$ cat config.mk
export PLATFORM = sky130hd
export DESIGN_NAME = uartin
export DESIGN_NICKNAME = d
export VERILOG_FILES = /design/src/rtl/uartin.sv
export SDC_FILE = /design/constraint.sdc
export NUM_CORES = 1
export LEC_CHECK = 0
export CAP_MARGIN = 0
export CORE_ASPECT_RATIO = 1.5
export CORE_MARGIN = 2
export CORE_UTILIZATION = 61
export CTS_CLUSTER_SIZE = 30
export DETAILED_ROUTE_END_ITERATION = 10
export DONT_BUFFER_PORTS = 1
export PLACE_DENSITY = 0.77
export SLEW_MARGIN = 30
export SYNTH_ARGS = -nofsm -noshare
export SYNTH_HDL_FRONTEND = slang
export SYNTH_SLANG_ARGS = --single-unit
$ cat constraint.sdc
create_clock -name clk -period 2.1 [get_ports clk]
set_input_delay 0.21 -clock clk [delete_from_list [all_inputs] [get_ports clk]]
set_output_delay 0.21 -clock clk [all_outputs]
set_load 0.01 [all_outputs]
$ cat src/rtl/uartin.sv
// rtl/uartin.sv - 8N1 UART receiver feeding a FIFO through an active-low write strobe
module uartin #(
    parameter int CDIV = 8
) (
    input  logic       clk,
    input  logic       rst,
    input  logic       rx,
    input  logic       n_full,
    output logic [7:0] data,
    output logic       n_wr,
    output logic       ferr,
    output logic       ovr,
    output logic       busy
);

    localparam int CW = (CDIV > 1) ? $clog2(CDIV) : 1;
    localparam logic [CW-1:0] CNT_LAST = CW'(CDIV - 1);
    localparam logic [CW-1:0] CNT_HALF = CW'(CDIV / 2 - 1);

    typedef enum logic [2:0] {
        S_IDLE,
        S_START,
        S_DATA,
        S_STOP,
        S_BREAK
    } state_t;

    state_t        state_q, state_d;
    logic          rx_meta_q, rx_meta_d;
    logic          rx_s_q, rx_s_d;
    logic [CW-1:0] cnt_q, cnt_d;
    logic [2:0]    idx_q, idx_d;
    logic [7:0]    shift_q, shift_d;
    logic [7:0]    data_q, data_d;
    logic          n_wr_q, n_wr_d;
    logic          ferr_q, ferr_d;
    logic          ovr_q, ovr_d;
    logic          busy_q, busy_d;

    always_comb begin
        state_d   = state_q;
        rx_meta_d = rx;
        rx_s_d    = rx_meta_q;
        cnt_d     = cnt_q;
        idx_d     = idx_q;
        shift_d   = shift_q;
        data_d    = data_q;
        n_wr_d    = 1'b1;
        ferr_d    = 1'b0;
        ovr_d     = 1'b0;

        case (state_q)
            S_IDLE: begin
                cnt_d = '0;
                if (!rx_s_q) begin
                    state_d = S_START;
                end
            end
            S_START: begin
                cnt_d = cnt_q + 1'b1;
                // Re-check the start bit at its centre so short glitches are ignored
                if (cnt_q == CNT_HALF) begin
                    cnt_d   = '0;
                    idx_d   = '0;
                    state_d = rx_s_q ? S_IDLE : S_DATA;
                end
            end
            S_DATA: begin
                cnt_d = (cnt_q == CNT_LAST) ? '0 : cnt_q + 1'b1;
                if (cnt_q == CNT_LAST) begin
                    shift_d = {rx_s_q, shift_q[7:1]};
                    idx_d   = idx_q + 3'd1;
                    if (idx_q == 3'd7) begin
                        state_d = S_STOP;
                    end
                end
            end
            S_STOP: begin
                cnt_d = (cnt_q == CNT_LAST) ? '0 : cnt_q + 1'b1;
                if (cnt_q == CNT_LAST) begin
                    if (rx_s_q) begin
                        data_d  = shift_q;
                        n_wr_d  = !n_full;
                        ovr_d   = !n_full;
                        state_d = S_IDLE;
                    end else begin
                        ferr_d  = 1'b1;
                        state_d = S_BREAK;
                    end
                end
            end
            S_BREAK: begin
                cnt_d = '0;
                // A line held low must return high before another start bit counts
                if (rx_s_q) begin
                    state_d = S_IDLE;
                end
            end
            default: begin
                state_d = S_IDLE;
            end
        endcase

        busy_d = (state_d != S_IDLE);
    end

    always_ff @(posedge clk) begin
        if (rst) begin
            state_q   <= S_IDLE;
            rx_meta_q <= 1'b1;
            rx_s_q    <= 1'b1;
            cnt_q     <= '0;
            idx_q     <= '0;
            shift_q   <= '0;
            data_q    <= '0;
            n_wr_q    <= 1'b1;
            ferr_q    <= 1'b0;
            ovr_q     <= 1'b0;
            busy_q    <= 1'b0;
        end else begin
            state_q   <= state_d;
            rx_meta_q <= rx_meta_d;
            rx_s_q    <= rx_s_d;
            cnt_q     <= cnt_d;
            idx_q     <= idx_d;
            shift_q   <= shift_d;
            data_q    <= data_d;
            n_wr_q    <= n_wr_d;
            ferr_q    <= ferr_d;
            ovr_q     <= ovr_d;
            busy_q    <= busy_d;
        end
    end

    assign data = data_q;
    assign n_wr = n_wr_q;
    assign ferr = ferr_q;
    assign ovr  = ovr_q;
    assign busy = busy_q;

endmodule

* Word-level counts from Yosys, hierarchy flattened
Cells that the tools add are included.
** Storage, ports and cells
- Register bits after elaboration :: 31
- Input port bits :: 4
- Logic and storage cells :: 53
- Output and inout port bits :: 12
** Cells by class
- Bitwise operators :: 3
- Reduce and logical (&&, ||, !) cells :: 12
- Muxes and demuxes :: 16
- Equal/unequal tests :: 9
- Add/subtract/negate cells :: 2
** Operators by type and width (count)
- $mux 3 :: 11
- $pmux 3 s5 :: 1
- $eq 3x2->1 const B :: 3
- $eq 3x3->1 const B :: 3
- $pmux 3 s3 :: 1
- $add 3x1->3 const B :: 2
- $pmux 3 s2 :: 1
- $reduce_and 3->1 :: 2
- $reduce_bool 3->1 :: 2
- $ne 2x2->1 const B :: 2
- $reduce_or 2->1 :: 2
- $reduce_or 4->1 :: 1
- $eq 3x1->1 const B :: 1
- $logic_not 3->1 :: 1
- $not 1->1 :: 3
- $reduce_or 3->1 :: 1
- $mux 2 :: 1
- $reduce_and 2->1 :: 1
- $reduce_bool 2->1 :: 1
- $logic_not 1->1 :: 1
- $mux 1 :: 1

* Logic depth before layout (Yosys ltp)
Gate-level depths: netlist (run 1).
- Depth after elaboration :: 5
- Gate-level depth with buffers :: 6
- Depth with buffers taken out :: 5

* Worst setup path before layout (run 1)
Ideal clock, no wire load.
- Kind :: reg-to-reg
- Start :: register cnt_q[0]
- End :: register shift_q[0]
- Path slack :: 0.680 ns
- Data required time :: 1.983 ns
- Stages on the path, launching flop included :: 7
- Data arrival time :: 1.303 ns
- Buffers on the path :: 1
- Clock period less this slack :: 1.420 ns
- Cells stage by stage :: dfxtp_1 ha_1 ha_1 and4bb_1 buf_6 mux2i_1 nor2_1
** Between the ends
- Cells in the longest elaborated chain, start to end :: 2
** Ends and longest elaborated chain
- start: declaration :: line 31 : logic [CW-1:0] cnt_q, cnt_d;
- start signal: assignment :: line 124 : cnt_q <= cnt_d;
- $eq 3x3->1 :: line 70 : if (cnt_q == CNT_LAST) begin
- $reduce_and 2->1 (no source line)
- end signal: assignment :: line 126 : shift_q <= shift_d;
- end: declaration :: line 33 : logic [7:0] shift_q, shift_d;
No other way between the ends.
A chain may end at the register's enable or synchronous reset.

* Final worst setup path (run 1)
- Start :: register cnt_q[0]
- End :: register shift_q[6]
Same word-level chain as after synthesis.

==> out/qor.yml, run 1 <==
status: "finished, final reports clean"
critPathCaptureType: "flip-flop"
grt_max_degree: 24
hp-class: "input port to flip-flop"
yosys.cell_types.count: 34
grt_pass1_vias: 901
setup_viol: 0
hold-worst-slack_ps: 28.0
diodes: 0
start_kind: "flip-flop"
final_cell_area_mm2: 0.00147
drcViolationCount: 0
rr_startpoint: "cnt_q[0]"
drive_gt1_share_pct: 8.51
r2r_setup_slack_ps: 320
gr-total-overflow: 0
clk_pin_slew_worst_paths_ps: 90
synth_top_area_share_pct: 43.6
fmax_mhz: 561
yosys_warnings: 0
viasPerCell: 5.76
start_util_pct: 63.7
fin_tns_setup_ps: 0
htreeDepth: 2
core_mm2: 0.00223
clock_latency_ps: 320
numPortBuffers: 0
wl_um: 2280
clock_sinks: 31
fin_crit_sh_pct: 84.9
dp_slack_ps: 360
hold_viol: 0
p_leak_nw: 0.522
final_nets: 153
dp.cells: 154
ant_nets: 0
async_flop_share_pct: 0
synth-seq-area-share_pct: 43.6
power_mw: 0.969
crit_end: "shift_q[6]"
slew_violations: 0
peakVddDrop_v: 0.000360
setup_slack_ps: 318
syn_area_mm2: 0.00142
vias: 945
finalClockSkew_ps: 7.33
rows: 21
path_max_fanout: 9
powerDensity_mw_per_mm2: 658
clockRootBuffer: "clkbuf_4"
ys_ff_latch: 31
slew_headroom_pct: 61.7
clockBufferDepth: 2
ios: 16
die_area_mm2: 0.00274
r2r_end: "shift_q[6]"
cts_buffers: 5
yosysTopAreaCell: "dfxtp_1"
final_cells: 164
tightest_slew_ps: 572
arrival_ps: 1980
firstDrtPassIters: 4
place.gp.congestion: 0.760
dpl-instance-area_mm2: 0.00139
worstPathRequired_ps: 2300
cts_tree: "built"
yosysMostFrequentCell: "dfxtp_1"
syn_avg_cell_area_um2: 10.1
r2r_cells: 5
wl_per_cell_um: 13.9
drt_iter0_drc: 14
drv_cap: 0
synth_flop_cell: "dfxtp_1"
area_growth_pct: 3.52
die_h_um: 63.1
syn_nets: 153
syn_inst: 141
rsz0062_at_grt: "false"
final_core_util_pct: 65.9
antenna_found_initial: 0
fin_crit_ps: 1780
crit_type: "flip-flop to flip-flop"
groute.usage.overall_pct: 18.7
hpwl_um: 1560
grt_pass1_wl_um: 3880
synth_edf_count: 0
synth_area_leaders: "dfxtp_1, mux2i_1, nand2b_1"
die_x_um: 43.4
synthTopCellsByCount: "dfxtp_1, nand2b_1, mux2i_1, nor2_1, ha_1"
startpoint: "cnt_q[0]"
## power by group
part	internal, mW	switching [mW]
Combinational	0.0172	0.0105
Clock	0.155	0.187
Sequential	0.592	0.00716
## registers in the layout, indices dropped and copies added, names as in the netlist
name and cells:
shift_q 8, idx_q 3, busy 1, rx_s_q 1, state_q 3, ovr 1, data 8, rx_meta_q 1
ferr 1, cnt_q 3, n_wr 1
## placed cells by master, fill, tap and decap left out, drive strengths merged, types with 2 or more instances in the layout
cell type,Yosys,layout
clkbuf,2,6
nor2b,3,3
nor3,4,4
o211ai,2,2
nand2,5,5
ha,8,8
nand2b,22,22
dlygate4sd3,0,3
a21oi,2,2
inv,4,4
nor2,11,11
mux2i,20,20
dfxtp,31,31
or2,2,2
## logic make-up (layout without fill, tap and decap cells)
family / Yosys count / after routing / synth area share [%]
muxes: 20 / 20 / 14.1
AOI/OAI and AO/OA: 13 / 13 / 6.86
buffers and inverters: 14 / 14 / 5.63
DFF: 31 / 31 / 43.6
adders and majority gates: 8 / 8 / 7.04
and+or+nand+nor: 55 / 55 / 22.8
## cell type report
cell class / count / area (um2)
clock buffers: 6 / 51.3
clock inverters: 1 / 5.00
inverters: 4 / 15.0
flip-flops and latches: 31 / 621
multi-input cells: 96 / 722
well taps: 23 / 28.8
repair buffers: 3 / 30.0
fillers: 171 / 761
## critical path, cell delays in order, from the launching register on
cell and delay (ps):
dfxtp_1 370, ha_1 250, ha_1 210, and4bb_1 520
mux2i_1 250, nor2_1 50
## worst min path at each step
stage / start / end / slack, ps / cells past startpoint
2_1_floorplan: n_full / n_wr / 290 / 1
3_3_place_gp: rst / cnt_q[0] / 290 / 1
3_5_place_dp: rst / shift_q[3] / 290 / 1
4_1_cts: rst / n_wr / 20 / 2
5_1_grt: rst / n_wr / 40 / 2
6_report: rst / n_wr / 30 / 2
## routing by layer
layer	vias to the layer above	part of all wire [%]	global-route usage, %
li1	482	-	-
met1	437	43	21.4
met2	20	51	30.8
met3	6	3.4	5.44
met4	0	2.4	9.09
met5	-	0	0
## repair_timing
item	in CTS	in global routing
hold buffers	3	0
endpoints found under the hold margin	17	0
buffers inserted	0	0
gates resized for setup	0	0
No activity file was read; power rests on OpenSTA's default activity.
==> inputs of run 2 (changes only) <==
--- a/config.mk
+++ b/config.mk
@@ -5,14 +5,15 @@
 export SDC_FILE = /design/constraint.sdc
 export NUM_CORES = 1
 export LEC_CHECK = 0
+export ABC_AREA = 1
 export CAP_MARGIN = 0
 export CORE_ASPECT_RATIO = 1.5
 export CORE_MARGIN = 2
-export CORE_UTILIZATION = 61
+export CORE_UTILIZATION = 55
 export CTS_CLUSTER_SIZE = 30
 export DETAILED_ROUTE_END_ITERATION = 10
 export DONT_BUFFER_PORTS = 1
-export PLACE_DENSITY = 0.77
+export PLACE_DENSITY = 0.73
 export SLEW_MARGIN = 30
 export SYNTH_ARGS = -nofsm -noshare
 export SYNTH_HDL_FRONTEND = slang
==> constraint.sdc (replaced) <==
create_clock -name clk -period 1.6 [get_ports clk]
set_input_delay 0.16 -clock clk [delete_from_list [all_inputs] [get_ports clk]]
set_output_delay 0.16 -clock clk [all_outputs]
set_load 0.01 [all_outputs]
==> out/qor.yml, run 2 <==
intPower_mw: 1.01
drive_gt1_share_pct: 12.8
synthTopCellsByCount: "nor2_1, dfxtp_1, nand2_1, o21ai_0, inv_1"
ios: 16
grt_max_degree: 17
cts_buffers: 5
peakVddDrop_v: 0.000657
final_nets: 199
grt_pass1_vias: 1039
grt.busiest_layer: "met2"
crit_buf_inv: 1
synth_flop_cell: "dfxtp_1"
vias: 1129
clock_sinks: 31
slowest_stage: "dfxtp_1"
fin_crit_ps: 1460
status: "finished, final reports clean"
crit_chain: "ha_4, ha_2, inv_1, o21ai_0, nand3_1, nand2_1, nand2_1, nand2_1"
slew_headroom_pct: 80.5
p_clk_share_pct: 34.5
wl_per_cell_um: 12.0
syn_nets: 188
cpMostUsedCell: "nand2_1"
worstPathRequired_ps: 1880
hold_viol: 0
wl_um: 2520
yosysTopAreaCell: "dfxtp_1"
crit_family: "flip-flops"
clockRootBuffer: "clkbuf_4"
grt_pass1_wl_um: 4370
critPathCaptureType: "flip-flop"
fin_crit_sh_pct: 91.4
rsz0062_at_grt: "false"
yosysMostFrequentCell: "nor2_1"
final_cell_mix: "nor2_1, dfxtp_1, nand2_1"
hp-class: "input port to flip-flop"
gr-total-overflow: 0
async_flop_share_pct: 0
crit_type: "flip-flop to flip-flop"
die_x_um: 44.6
viasPerCell: 5.35
final_cell_area_mm2: 0.00150
seqCellArea_um2: 621
antenna_found_initial: 0
mostFrequentLayoutCell: "nor2_1"
power_mw: 1.31
die_h_um: 64.9
rows: 22
firstDrtPassIters: 4
path_max_fanout: 5
start_kind: "flip-flop"
whs_path_depth: 3
setup_viol: 0
switching_share_pct: 22.8
crit_cells: 8
drcViolationCount: 0
clk_pin_slew_worst_paths_ps: 90
cpPeakStageDelay_ps: 400
multi_input_area_um2: 657
met2_usage_pct: 35.1
ant_nets: 0
tightest_slew_ps: 292
dp.cells: 199
syn_area_mm2: 0.00136
grt_util_met3_pct: 5.57
finalClockSkew_ps: 7.64
htreeDepth: 2
arrival_ps: 1740
p_leak_nw: 0.659
cts_tree: "built"
syn_avg_cell_area_um2: 7.72
synth_top_area_share_pct: 45.7
syn_inst: 176
start_util_pct: 56.7
place.gp.congestion: 0.916
drv_cap: 0
final_cells: 211
synth_area_leaders: "dfxtp_1, nor2_1, ha_1"
fmax_mhz: 684
clockBufferDepth: 2
ys_ff_latch: 31
die_area_mm2: 0.00289
num-fill-cells: 223
switching_power_mw: 0.299
slew_violations: 0
dpl-instance-area_mm2: 0.00138
groute.usage.overall_pct: 20.5
pwr-share-comb_pct: 4.9
diodes: 0
powerDensity_mw_per_mm2: 874
yosys_warnings: 0
numPortBuffers: 0
yosys.cell_types.count: 22
grtUsageMet1_pct: 20.9
fin_tns_setup_ps: 0
core_mm2: 0.00239
synth_edf_count: 0
drt_iter0_drc: 37
p_seq_share_pct: 60.6
clock_latency_ps: 330
synth-seq-area-share_pct: 45.7
area_growth_pct: 10.4
r2r_cells: 8
hpwl_um: 1820
==> run 2: final timing paths <==
check	from	to	slack [ps]
worst max-delay path	cnt_q[0]	busy	140
worst min register to register	rx_meta_q	rx_s_q	420
worst min-delay path	rst	idx_q[2]	120
worst max register to register	cnt_q[0]	busy	140
==> run 2: cells by family (layout without fill, tap and decap cells) <==
| group | count (synthesis) | count (layout) | synth area share, % |
|---|---|---|---|
| simple gates | 92 | 92 | 31.1 |
| flops | 31 | 31 | 45.7 |
| fa+ha+maj | 8 | 8 | 7.37 |
| buf+inv | 22 | 33 | 7.27 |
| compound gates | 23 | 23 | 8.56 |
==> run 2: worst min-delay path: cells and delay by family <==
| kind | cells | cell delay (ps) |
|---|---|---|
| simple gates | 2 | 130 |
| buf+inv | 1 | 120 |
==> run 2: layout make-up <==
cell class	instances	share of cell area, %
Inverter	19	5.09
Sequential cell	31	41.4
Tap cell	24	2.00
Timing Repair Buffer	7	4.00
Clock inverter	1	0.334
Multi-Input combinational cell	123	43.8
Clock buffer	6	3.42
==> run 2: power groups by stage <==
stage | clock (mW) | sequential, mW | combinational, mW
CTS | 0.475 | 0.794 | 0.0637
floorplan | 0 | 0.807 | 0.0515
global route | 0.515 | 0.797 | 0.0741
finish | 0.452 | 0.795 | 0.0641
detailed placement | 0 | 0.812 | 0.0562
global placement | 0 | 0.811 | 0.0535
==> run 2: per-stage QoR <==
stage / hold slack, ps / setup WS, ps / util, %
detailed placement: 235 / 1.58 / 57.7
global route: 128 / 19.0 / 62.6
finish: 118 / 138 / 62.6
global placement: 234 / 82.0 / 57.7
floorplan: 232 / 184 / -
CTS: 108 / 27.0 / 61.4
==> run 2: metal layers <==
| metal | share of wire, % | vias to the layer above | wire length, um |
|---|---|---|---|
| met4 | 2.4 | 0 | 60 |
| met1 | 40 | 518 | 1000 |
| met2 | 53 | 28 | 1350 |
| met3 | 4.5 | 6 | 114 |
| li1 | - | 577 | - |
| met5 | 0 | - | 0 |
==> run 2: timing repair <==
| action | in CTS | in global routing |
|---|---|---|
| setup endpoints to repair | 3 | 11 |
| setup buffers | 0 | 2 |
| hold endpoints to repair | 7 | 0 |
| resized for setup | 1 | 3 |
| cloned | 0 | 0 |
| pin swaps | 0 | 1 |
| hold buffers | 3 | 0 |
==> inputs of run 3 (changes only) <==
--- a/config.mk
+++ b/config.mk
@@ -9,11 +9,12 @@
 export CAP_MARGIN = 0
 export CORE_ASPECT_RATIO = 1.5
 export CORE_MARGIN = 2
-export CORE_UTILIZATION = 55
+export CORE_UTILIZATION = 58
+export CTS_BUF_LIST = sky130_fd_sc_hd__clkbuf_8
 export CTS_CLUSTER_SIZE = 30
 export DETAILED_ROUTE_END_ITERATION = 10
 export DONT_BUFFER_PORTS = 1
-export PLACE_DENSITY = 0.73
+export PLACE_DENSITY = 0.76
 export SLEW_MARGIN = 30
 export SYNTH_ARGS = -nofsm -noshare
 export SYNTH_HDL_FRONTEND = slang
==> out/qor.yml, run 3 (synthesis gave the netlist of run 2 again) <==
hp-class: "input port to flip-flop"
powerDensity_mw_per_mm2: 968
drive_gt1_share_pct: 12.4
clk_pin_slew_worst_paths_ps: 60
place.gp.congestion: 0.917
core_mm2: 0.00223
wl_um: 2690
status: "finished, final reports clean"
dp_slack_ps: -38.0
mostFrequentLayoutCell: "nor2_1"
clockRootBuffer: "clkbuf_8"
p_leak_nw: 0.661
r2r_cells: 7
start_util_pct: 60.8
drt_iter0_drc: 47
tightest_slew_ps: 317
r2r_end: "shift_q[0]"
rsz0062_at_grt: "false"
grt_max_degree: 17
die_h_um: 63.3
final_cell_mix: "nor2_1, dfxtp_1, nand2_1"
dpl-instance-area_mm2: 0.00138
grt_pass1_vias: 1157
r2r_setup_slack_ps: 130
switching_power_mw: 0.320
ant_nets: 0
htreeDepth: 2
antenna_found_initial: 0
rows: 21
setup_slack_ps: 126
arrival_ps: 1650
wl_per_cell_um: 12.9
gr-total-overflow: 0
slew_headroom_pct: 78.8
vias: 1131
final_core_util_pct: 67.8
drv_cap: 0
drcViolationCount: 0
grt_pass1_wl_um: 4680
p_seq_share_pct: 54.2
clockBufferDepth: 2
cts_tree: "built"
final_nets: 197
intPower_mw: 1.15
p_clk_share_pct: 41.3
rr_startpoint: "cnt_q[0]"
finalClockSkew_ps: 4.91
path_max_fanout: 10
peakVddDrop_v: 0.000608
slew_violations: 0
clock_latency_ps: 280
die_x_um: 43.5
hold_viol: 0
clock_sinks: 31
worstPathRequired_ps: 1770
die_area_mm2: 0.00275
viasPerCell: 5.44
hp-start: "rst"
firstDrtPassIters: 4
area_growth_pct: 11.5
whs_endpoint: "idx_q[0]"
whs_path_depth: 3
fin_crit_sh_pct: 92.1
ios: 16
diodes: 0
setup_viol: 0
start_kind: "flip-flop"
pwr-share-comb_pct: 4.5
critPathCaptureType: "flip-flop"
fin_crit_ps: 1470
fmax_mhz: 678
numPortBuffers: 0
hpwl_um: 2050
crit_type: "flip-flop to flip-flop"
switching_share_pct: 21.8
cts_buffers: 5
groute.usage.overall_pct: 23.3
final_cell_area_mm2: 0.00152
run 3: cell types whose count changed in the layout (fill, tap and decap cells not counted):
cell	before	now
inv_1	17	16
clkbuf_4	5	0
buf_4	4	2
clkbuf_8	1	6
inv_2	1	2
run 3: metrics by stage:
| stage | hold slack (ps) | TNS, ps | instances | power, mW |
|---|---|---|---|---|
| floorplan | 232 | 0 | 176 | 0.859 |
| global placement | 235 | 0 | 198 | 0.864 |
| detailed placement | 243 | -66.0 | 198 | 0.869 |
| CTS | 169 | 0 | 208 | 1.49 |
| global route | 202 | 0 | 208 | 1.53 |
| finish | 182 | 0 | 208 | 1.47 |
run 3: worst max-delay path: stages (launching register included):
cell and delay, ps:
dfxtp_1 390, ha_4 180, ha_2 220, inv_1 80, nor2_4 200, inv_2 100
nor2_1 110, nor2_1 60
run 3: how the worst max path moves through the flow:
stage                         from         end  slack [ps]  depth (start not counted)
after CTS                 cnt_q[0]  shift_q[0]          40                          7
after global placement    cnt_q[0]  shift_q[0]          80                          7
after global routing      cnt_q[0]    idx_q[2]          20                          8
after detailed placement  cnt_q[0]  shift_q[0]         -40                          7
final                     cnt_q[0]  shift_q[0]         130                          7
after floorplan           cnt_q[0]  shift_q[0]         180                          7
run 3: cell type report:
cell class                      instances  area (um2)
Clock buffer                            6        82.6
Inverter                               19        76.3
Sequential cell                        31         621
Timing Repair Buffer                    5        45.0
Fill cell                             176         718
Tap cell                               23        28.8
Clock inverter                          1        5.00
Multi-Input combinational cell        123         657
run 3: power groups by stage:
stage	clock [mW]	sequential, mW	combinational, mW
2_1_floorplan	0	0.807	0.0515
3_3_place_gp	0	0.811	0.0531
3_5_place_dp	0	0.812	0.0572
4_1_cts	0.630	0.795	0.0654
5_1_grt	0.658	0.797	0.0785
6_report	0.605	0.796	0.0660
run 3: timing repair:
action / 4_1_cts / 5_1_grt
hold buffers: 3 / 0
setup buffers: 0 / 0
gates resized for setup: 2 / 3
hold endpoints to repair: 7 / 0
endpoints found under the setup margin: 7 / 9
run 3: metal layers:
metal	track usage [%]	wire length (um)	up-vias	part of all wire, %
met5	0	0	-	0
li1	-	-	574	-
met3	6.30	102	16	3.8
met1	20.8	991	503	37
met4	18.6	147	0	5.5
met2	41.2	1440	38	54
